File: src/rtl/dmi_async_queue_source.sv
// Source half of the DMI clock-domain crossing: register FIFO with Gray write index and synchronized read index.
// Optional reset-safety handshake with the sink is enabled by defining DMI_XING_SAFE_EN.
module dmi_async_queue_source #(
    parameter int unsigned DATA_W      = 41,
    parameter int unsigned DEPTH       = 8,
    parameter int unsigned SYNC_STAGES = 3
) (
    input  logic                      clock,
    input  logic                      reset,
    input  logic                      enq_valid,
    output logic                      enq_ready,
    input  logic [DATA_W-1:0]         enq_bits,
    output logic [DEPTH*DATA_W-1:0]   async_mem,
    output logic [$clog2(DEPTH):0]    async_widx,
    input  logic [$clog2(DEPTH):0]    async_ridx,
    output logic                      async_widx_valid,
    input  logic                      async_ridx_valid,
    output logic                      async_source_reset_n,
    input  logic                      async_sink_reset_n
);

    localparam int unsigned AW = $clog2(DEPTH);
    localparam int unsigned IW = AW + 1;
    // Full when the write Gray index equals the read Gray index with its top two bits inverted.
    localparam logic [IW-1:0] FULL_MASK = IW'(3) << (IW - 2);

    logic [IW-1:0]                   wbin_q, wbin_d;
    logic [IW-1:0]                   widx_q, widx_d;
    logic                            enq_ready_q, enq_ready_d;
    logic [DEPTH-1:0][DATA_W-1:0]    mem_q, mem_d;
    logic [SYNC_STAGES-1:0][IW-1:0]  ridx_sync_q, ridx_sync_d;
    logic [IW-1:0]                   ridx_s;
    logic                            sink_ok;
    logic                            fire;
    logic                            unused_sink_reset_n;

    function automatic logic [IW-1:0] bin2gray(input logic [IW-1:0] b);
        return b ^ (b >> 1);
    endfunction

`ifdef DMI_XING_SAFE_EN
    logic [SYNC_STAGES-1:0] rvalid_sync_q, rvalid_sync_d;
    logic [SYNC_STAGES-1:0] alive_q, alive_d;

    // Sink-alive synchronizer and source-alive shift chain.
    always_comb begin
        rvalid_sync_d = {rvalid_sync_q[SYNC_STAGES-2:0], async_ridx_valid};
        alive_d       = {alive_q[SYNC_STAGES-2:0], 1'b1};
    end

    always_ff @(posedge clock or posedge reset) begin
        if (reset) begin
            rvalid_sync_q <= '0;
            alive_q       <= '0;
        end else begin
            rvalid_sync_q <= rvalid_sync_d;
            alive_q       <= alive_d;
        end
    end

    assign sink_ok          = rvalid_sync_q[SYNC_STAGES-1];
    assign async_widx_valid = alive_q[SYNC_STAGES-1];
`else
    logic alive_q;
    logic unused_ridx_valid;

    always_ff @(posedge clock or posedge reset) begin
        if (reset) begin
            alive_q <= 1'b0;
        end else begin
            alive_q <= 1'b1;
        end
    end

    assign sink_ok           = 1'b1;
    assign async_widx_valid  = alive_q;
    assign unused_ridx_valid = async_ridx_valid;
`endif

    // Read-index synchronizer.
    always_comb begin
        ridx_sync_d = {ridx_sync_q[SYNC_STAGES-2:0], async_ridx};
    end

    assign ridx_s = ridx_sync_q[SYNC_STAGES-1];

    // Enqueue, write pointer and ready evaluated against the post-fire pointer.
    always_comb begin
        fire   = enq_valid & enq_ready_q;
        mem_d  = mem_q;
        wbin_d = wbin_q;
        if (fire) begin
            mem_d[wbin_q[AW-1:0]] = enq_bits;
            wbin_d                = wbin_q + IW'(1);
        end
        if (!sink_ok) begin
            wbin_d = '0;
        end
        widx_d      = bin2gray(wbin_d);
        enq_ready_d = sink_ok && (widx_d != (ridx_s ^ FULL_MASK));
    end

    always_ff @(posedge clock or posedge reset) begin
        if (reset) begin
            wbin_q      <= '0;
            widx_q      <= '0;
            enq_ready_q <= 1'b0;
            mem_q       <= '0;
            ridx_sync_q <= '0;
        end else begin
            wbin_q      <= wbin_d;
            widx_q      <= widx_d;
            enq_ready_q <= enq_ready_d;
            mem_q       <= mem_d;
            ridx_sync_q <= ridx_sync_d;
        end
    end

    assign enq_ready            = enq_ready_q;
    assign async_widx           = widx_q;
    assign async_mem            = mem_q;
    assign async_source_reset_n = ~reset;
    assign unused_sink_reset_n  = async_sink_reset_n;

endmodule

File: config.mk
export PLATFORM = sky130hd
export DESIGN_NAME = dmi_async_queue_source
export DESIGN_NICKNAME = d
export VERILOG_FILES = /design/src/rtl/dmi_async_queue_source.sv
export SDC_FILE = /design/constraint.sdc
export NUM_CORES = 1
export LEC_CHECK = 0
export ABC_AREA = 1
export BUFFER_PORTS_ARGS = -buffer_cell sky130_fd_sc_hd__buf_2
export CAP_MARGIN = 20
export CORE_AREA = 2 2 161 163
export CTS_CLUSTER_DIAMETER = 30
export DETAILED_ROUTE_END_ITERATION = 10
export DIE_AREA = 0 0 163 165
export PLACE_DENSITY = 0.87
export SLEW_MARGIN = 20
export SYNTH_ARGS = -nofsm -noshare
export SYNTH_HDL_FRONTEND = slang
export SYNTH_SLANG_ARGS = --single-unit
File: constraint.sdc
create_clock -name clock -period 13.3 [get_ports clock]
set_input_delay 1.33 -clock clock [delete_from_list [all_inputs] [get_ports clock]]
set_output_delay 1.33 -clock clock [all_outputs]
set_load 0.01 [all_outputs]
==> results of run 1 <==
==> routing by layer <==
layer / vias up / wire length [um]
met2: 615 / 18800
met1: 5174 / 14300
met5: - / 0
met3: 123 / 3380
li1: 4646 / -
met4: 0 / 1500
==> synthesized netlist by cell type (all sizes together) <==
library cell and count:
clkbuf 28, conb 1, dfrtp 349, nand3 17, ha 1, nand4 1
nor2 6, o21ai 328, o21bai 1, buf 38, inv 55, nand2 364
==> flip-flops by register name, summed over array words and instances, names as in the netlist <==
register	cells
async_mem	328
async_widx	3
wbin_q	4
enq_ready	1
ridx_sync_d	8
async_widx_valid	1
ridx_s	4
==> worst reg2reg max path, cell delays in order (launching register included) <==
cell     delay, ps
dfrtp_1        500
nand2_4        160
nor2_8         210
nand2_4        600
nand2_1        330
nand2_1        110
nand2_1         70
nand3_1         70
nand2_1         70
nand3_1         60
==> area by class of cell <==
cell class                 count  area, um^2  area share [%]
tap                          330         413            2.46
sequential                   349        8730            52.1
clock buffer                  63        1500            8.95
multi-input combinational    719        3340            19.9
inverter                      55         214            1.28
clock inverter                47         631            3.76
timing repair buffer         384        1940            11.6
==> metrics by stage <==
stage               std cells  util (%)
global placement         1837      58.5
detailed placement       1837      58.5
global route             1947      67.0
floorplan                1189         -
CTS                      1947      67.0
finish                   1947      67.0
==> placed cells by master, fill, tap and decap left out, types with 2 or more instances in the layout <==
cell type,count
buf_2,382
bufinv_16,11
clkbuf_1,2
clkbuf_16,58
clkbuf_8,3
clkinv_2,6
clkinv_4,7
clkinvlp_4,8
dfrtp_1,349
inv_1,53
inv_6,10
inv_8,5
nand2_1,355
nand2_4,9
nand3_1,17
nor2_1,4
nor2_8,2
o21ai_0,269
o21ai_1,34
o21ai_2,25
==> path summary, 6_finish.rpt <==
kind,slack [ps],startpoint,depth (start not counted),to
setup / recovery,9600,reset,3,async_source_reset_n
hold / removal,350,ridx_sync_d[8]$_DFF_PP0_,0,ridx_s[0]$_DFF_PP0_
setup reg to reg,11010,enq_ready$_DFF_PP0_,9,enq_ready$_DFF_PP0_
hold reg to reg,350,ridx_sync_d[8]$_DFF_PP0_,0,ridx_s[0]$_DFF_PP0_
max in group asynchronous,10230,reset,4,async_mem[217]$_DFFE_PP0P_
min in group asynchronous,910,reset,2,async_mem[240]$_DFFE_PP0P_
==> cell families after synthesis <==
kind of cell / synth area share (%)
buffers and inverters: 4.58
other: 0.0296
AO/OA/AOI/OAI: 13.8
adder cells (fa/ha/maj): 0.0989
AND/OR/NAND/NOR: 12.5
flip-flops: 69.0
==> power breakdown <==
group          internal, uW  leakage (uW)  switching (uW)
registers              1520       0.00439             267
clock network          1050       0.00102             560
logic                   539       0.00360             937
==> tab_implementation.tex, run 1 <==
\begin{tabular}{lr}
\hline
Metric & Value \\
\hline
\multicolumn{2}{l}{\textbf{Pwr}} \\
Power Dens Cells & 291 nW/um\^{}2 \\
Total power after layout & 4870 uW \\
Total leakage power & 0.00901 uW \\
Worst-case vdd ir drop & 0.000179 V \\
\multicolumn{2}{l}{\textbf{STA}} \\
Number of pins exceeding their max-slew limit in the final report & 0 \\
Maximum clock rate & 271 MHz \\
Unrepaired setup endpoints after global routing & false \\
Layout Skew & 14.0 ps \\
Minimum period implied by the final worst setup slack & 3700 ps \\
Number of setup violations in the final report & 0 \\
Final hold violations & 0 \\
Total negative slack for setup checks & 0 ps \\
Least-Margin Pin Slew & 1100 ps \\
Final Cycle Share & 27.8\% \\
Minimum setup slack in the final design & 9600 ps \\
Worst slew margin relative to its limit & 26.5\% \\
Final Hold Slack & 347 ps \\
\multicolumn{2}{l}{\textbf{Final layout}} \\
Net count reported at finish & 1,618 \\
Proportion of layout cells with a drive suffix above 1 & 32.8\% \\
Number of filler cells placed in the layout & 1,752 \\
Post-route cell area & 16,800 um\^{}2 \\
Ant. Diodes & 0 \\
Relative area change from synthesis to final layout & 32.5\% \\
\multicolumn{2}{l}{\textbf{Setup path}} \\
Cell-by-cell listing of the critical path & buf\_2, inv\_8, buf\_2 \\
Library cell contributing the largest single delay on the critical path & inv\_8 \\
Setup Crit Path Kind & in -> out \\
Buffers \& Inverters on Critical Path & 3 \\
Highest net fanout along the worst path & 123 \\
Top cell by count, worst path & buf\_2 \\
Data required time of the worst path & 11,970 ps \\
Cell family with the largest share of critical-path delay & buffers and inverters \\
Kind of start point of the critical path & primary input \\
Worst EP arrival & 2370 ps \\
Kind of end point of the critical path & output port \\
CP peak stage delay & 480 ps \\
\multicolumn{2}{l}{\textbf{Logic synthesis}} \\
Top area cells in the synthesized netlist & dfrtp\_1, o21ai\_0, nand2\_1 \\
Top-area cell type share of the netlist area & 69.0\% \\
Yosys warns & 0 \\
Mean instance size in the synthesized netlist & 10.6 um\^{}2 \\
Area of the mapped netlist & 12,700 um\^{}2 \\
Post-synthesis net count & 1,240 \\
Most area-hungry cell type in the Yosys netlist & dfrtp\_1 \\
Cell count after synthesis & 1,189 \\
Distinct cells, synth & 20 \\
Sequential area share after synthesis & 69.0\% \\
Number of flip-flops and latches in the synthesized netlist & 349 \\
\multicolumn{2}{l}{\textbf{Detailed routing}} \\
Drt drc & 0 \\
Antenna Violating Nets Remaining & 0 \\
Post-detailed-routing wire length & 37,900 um \\
Total number of vias & 10,600 \\
Detailed Route Iter0 Violations & 1,130 \\
Average wire length per cell after detail routing & 19.5 um \\
Initial DRT Pass Iterations & 8 \\
Post-DR vias/cell & 5.42 \\
\multicolumn{2}{l}{\textbf{Placed design}} \\
Area after detailed placement & 14,600 um\^{}2 \\
Worst setup slack after placement & 9530 ps \\
Port Buffer Count & 382 \\
Placer's final routability congestion estimate & 0.834 \\
Detailed Place HPWL & 22,900 um \\
\multicolumn{2}{l}{\textbf{Global route}} \\
Total routing resource utilization after global routing & 27.9\% \\
Grt met2 use & 47.3\% \\
Highest-utilization routing layer at the global route stage & met2 \\
Number of antenna violations at the first check in global routing & 0 \\
Maximum number of pins on one net before global-route repair & 167 \\
M3 GR Usage & 7.38\% \\
Vias in the first global route & 10,700 \\
GRT overflow & 0 \\
Wire length of the first global-routing pass & 57,900 um \\
Global-route track usage on met1 & 33.6\% \\
\multicolumn{2}{l}{\textbf{Clocking}} \\
Buffers inserted by post-CTS timing repair & 0 \\
Clock buffer depth & 3 \\
CTS tree & yes \\
Number of CTS-inserted buffers & 58 \\
Number of sinks driven by the clock tree & 349 \\
Quantity of gates resized following cts & 0 \\
Number of hold-repair buffers added at the cts stage & 0 \\
Clock insertion delay at the later pin of the skew report & 560 ps \\
Root buf cell & clkbuf\_16 \\
Clock-pin transition on the worst setup and hold timing paths & 50 ps \\
Htree depth & 2 \\
\multicolumn{2}{l}{\textbf{Hold path}} \\
Path type of the worst min-delay path & reg -> reg \\
\multicolumn{2}{l}{\textbf{Floorplan}} \\
Initial core utilization & 50.5\% \\
Core outline area & 25,000 um\^{}2 \\
Die extent in x & 163 um \\
Height of the die & 165 um \\
Boundary pin count & 385 \\
Number of core rows & 58 \\
Die area & 26,900 um\^{}2 \\
\multicolumn{2}{l}{\textbf{Job}} \\
Max-cap violations & 0 \\
\multicolumn{2}{l}{\textbf{Outcome}} \\
Outcome & finished, final reports clean \\
\hline
\end{tabular}
No activity file was read; power rests on OpenSTA's default activity.
==> run 2: changes to the inputs <==
- CORE_AREA: 2 2 161 163 -> 2 2 169 171
- DIE_AREA: 0 0 163 165 -> 0 0 171 173
- PLACE_DENSITY: 0.87 -> 0.83
- clock period: 13.3 -> 3.05 ns (I/O delays scaled with it)
==> run 2 against run 1 <==
  * Combinational power increased to 4.3 times the previous value
  * Sequential share of layout area shrank 1.1 points
  * Count of clock-buffer cells in the layout is 21 higher
  * Critical path type is now reg -> reg
  * Largest cell class unchanged
  * Largest power group unchanged
  * First-iteration DRC count fell by 25%
  * Utilization shrank 5.0 points
  * Critical endpoint is now async_mem[291]$_DFFE_PP0P_
  * Highest routed layer unchanged
  * Critical path depth grew 3
==> tab_implementation.tex, run 2 (synthesis results as in run 1) <==
\begin{tabular}{lr}
\hline
Metric & Value \\
\hline
\multicolumn{2}{l}{\textbf{Hold path}} \\
Path type of the worst min-delay path & in -> reg \\
\multicolumn{2}{l}{\textbf{Pwr}} \\
Logic pwr share & 29.4\% \\
Register share of total power & 36.1\% \\
Power Dens Cells & 1260 nW/um\^{}2 \\
Worst-case vdd ir drop & 0.000671 V \\
Portion of total power attributed to the clock network & 34.5\% \\
Psw & 7540 uW \\
Total leakage power & 0.00915 uW \\
Pint & 14,000 uW \\
Total power after layout & 21,600 uW \\
Net switching share of the total power & 35.0\% \\
\multicolumn{2}{l}{\textbf{STA}} \\
Final Cycle Share & 68.4\% \\
Maximum clock rate & 479 MHz \\
Unrepaired setup endpoints after global routing & false \\
Least-Margin Pin Slew & 941 ps \\
Number of setup violations in the final report & 0 \\
Final Hold Slack & 149 ps \\
Final hold violations & 0 \\
Minimum period implied by the final worst setup slack & 2090 ps \\
Worst slew margin relative to its limit & 37.2\% \\
Layout Skew & 27.2 ps \\
Number of pins exceeding their max-slew limit in the final report & 0 \\
\multicolumn{2}{l}{\textbf{Global route}} \\
Number of antenna violations at the first check in global routing & 0 \\
Maximum number of pins on one net before global-route repair & 116 \\
Vias in the first global route & 10,500 \\
GRT overflow & 0 \\
Total routing resource utilization after global routing & 24.8\% \\
Wire length of the first global-routing pass & 57,600 um \\
\multicolumn{2}{l}{\textbf{Setup path}} \\
Setup Crit Path Kind & reg -> reg \\
Kind of end point of the critical path & register \\
Worst EP arrival & 2540 ps \\
Data required time of the worst path & 3510 ps \\
Top cell by count, worst path & nand2\_4 \\
Kind of start point of the critical path & register \\
CP peak stage delay & 530 ps \\
Highest net fanout along the worst path & 50 \\
Cell family with the largest share of critical-path delay & simple AND/OR/NAND/NOR gates \\
Cell-by-cell listing of the critical path & nand2\_4, nor2\_8, nand2\_4, buf\_4, nand2\_1, o21ai\_1 \\
Library cell contributing the largest single delay on the critical path & nand2\_4 \\
Buffers \& Inverters on Critical Path & 1 \\
\multicolumn{2}{l}{\textbf{Detailed routing}} \\
Antenna Violating Nets Remaining & 0 \\
Total number of vias & 10,400 \\
Average wire length per cell after detail routing & 18.3 um \\
Detailed Route Iter0 Violations & 845 \\
Drt drc & 0 \\
Post-detailed-routing wire length & 36,800 um \\
Post-DR vias/cell & 5.18 \\
Initial DRT Pass Iterations & 5 \\
\multicolumn{2}{l}{\textbf{Clocking}} \\
Root buf cell & clkbuf\_16 \\
Number of sinks driven by the clock tree & 349 \\
Quantity of gates resized following cts & 0 \\
Htree depth & 3 \\
CTS tree & yes \\
Clock buffer depth & 3 \\
Number of CTS-inserted buffers & 66 \\
Clock insertion delay at the later pin of the skew report & 540 ps \\
Clock-pin transition on the worst setup and hold timing paths & 50 ps \\
\multicolumn{2}{l}{\textbf{Final layout}} \\
Ant. Diodes & 0 \\
Leading cell type in the layout, fill and taps excluded & buf\_2 \\
Net count reported at finish & 1,634 \\
Max reg flops & 328 \\
Relative area change from synthesis to final layout & 35.3\% \\
Proportion of layout cells with a drive suffix above 1 & 32.7\% \\
Most frequent cells in the layout & buf\_2, nand2\_1, dfrtp\_1 \\
\multicolumn{2}{l}{\textbf{Floorplan}} \\
Die extent in x & 171 um \\
Number of core rows & 61 \\
Initial core utilization & 45.8\% \\
Boundary pin count & 385 \\
Height of the die & 173 um \\
Die area & 29,600 um\^{}2 \\
Core outline area & 27,600 um\^{}2 \\
\multicolumn{2}{l}{\textbf{Outcome}} \\
Outcome & finished, final reports clean \\
\multicolumn{2}{l}{\textbf{Placed design}} \\
Detailed Place HPWL & 23,100 um \\
Port Buffer Count & 382 \\
Placer's final routability congestion estimate & 0.833 \\
\multicolumn{2}{l}{\textbf{Job}} \\
Max-cap violations & 0 \\
\hline
\end{tabular}
## run 2: cell types whose count changed in the layout (fill, tap and decap cells not counted)
cell,previous run,this run
inv_8,5,0
clkbuf_16,58,68
clkinv_4,7,3
clkbuf_8,3,5
clkbuf_1,2,11
bufinv_16,11,9
dlygate4sd3_1,0,5
inv_16,0,1
clkinv_2,6,7
buf_12,1,4
inv_6,10,9
## run 2: worst paths after layout
check	start	to	slack, ps	cells after the start
max in group asynchronous	reset	async_mem[87]$_DFFE_PP0P_	1730	5
setup / recovery	enq_ready$_DFF_PP0_	async_mem[291]$_DFFE_PP0P_	960	6
setup reg to reg	enq_ready$_DFF_PP0_	async_mem[291]$_DFFE_PP0P_	960	6
hold / removal	enq_bits[16]	async_mem[303]$_DFFE_PP0P_	150	3
min in group asynchronous	reset	async_mem[275]$_DFFE_PP0P_	440	4
hold reg to reg	ridx_sync_d[4]$_DFF_PP0_	ridx_sync_d[8]$_DFF_PP0_	340	0
## run 2: power groups by stage
stage               Combinational (uW)  Sequential [uW]  Clock [uW]
floorplan                         2530             8620           0
global placement                  6060             7630           0
detailed placement                6320             7740           0
CTS                               6400             7750        7530
global route                      7050             7980        7790
finish                            6350             7780        7430
## run 2: area by class of cell
cell class | count | area, um^2
flip-flops and latches | 349 | 8730
clock inverters | 37 | 499
fillers | 2112 | 10500
repair buffers | 392 | 2050
inverters | 55 | 210
well taps | 378 | 473
clock buffers | 84 | 1810
multi-input cells | 719 | 3340
## run 2: metal layers
| metal | wire (um) | track usage [%] |
|---|---|---|
| met1 | 14300 | 30.5 |
| met2 | 18100 | 40.9 |
| met3 | 2980 | 6.39 |
| met4 | 1390 | 11.5 |
| met5 | 0 | 0 |
## run 2: worst reg2reg max path: stages, from the launching register on
cell and delay, ps:
dfrtp_1 470, nand2_4 180, nor2_8 70, nand2_4 530
buf_4 500, nand2_1 140, o21ai_1 120
## run 2: stage by stage
step	util, %	setup TNS [ps]	std cells	instance area (um^2)	worst slack (ps)
6_report	62.0	0	2014	17100	962
5_1_grt	62.0	0	2014	17100	837
4_1_cts	62.0	0	2014	17100	970
3_5_place_dp	53.4	0	1888	14800	984
3_3_place_gp	53.4	0	1888	14800	1080
2_1_floorplan	-	-687880	1189	12700	-1970
## run 2: what timing repair did
action | in CTS | in global routing
hold buffers | 5 | 0
setup buffers | 0 | 0
hold endpoints to repair | 59 | 0
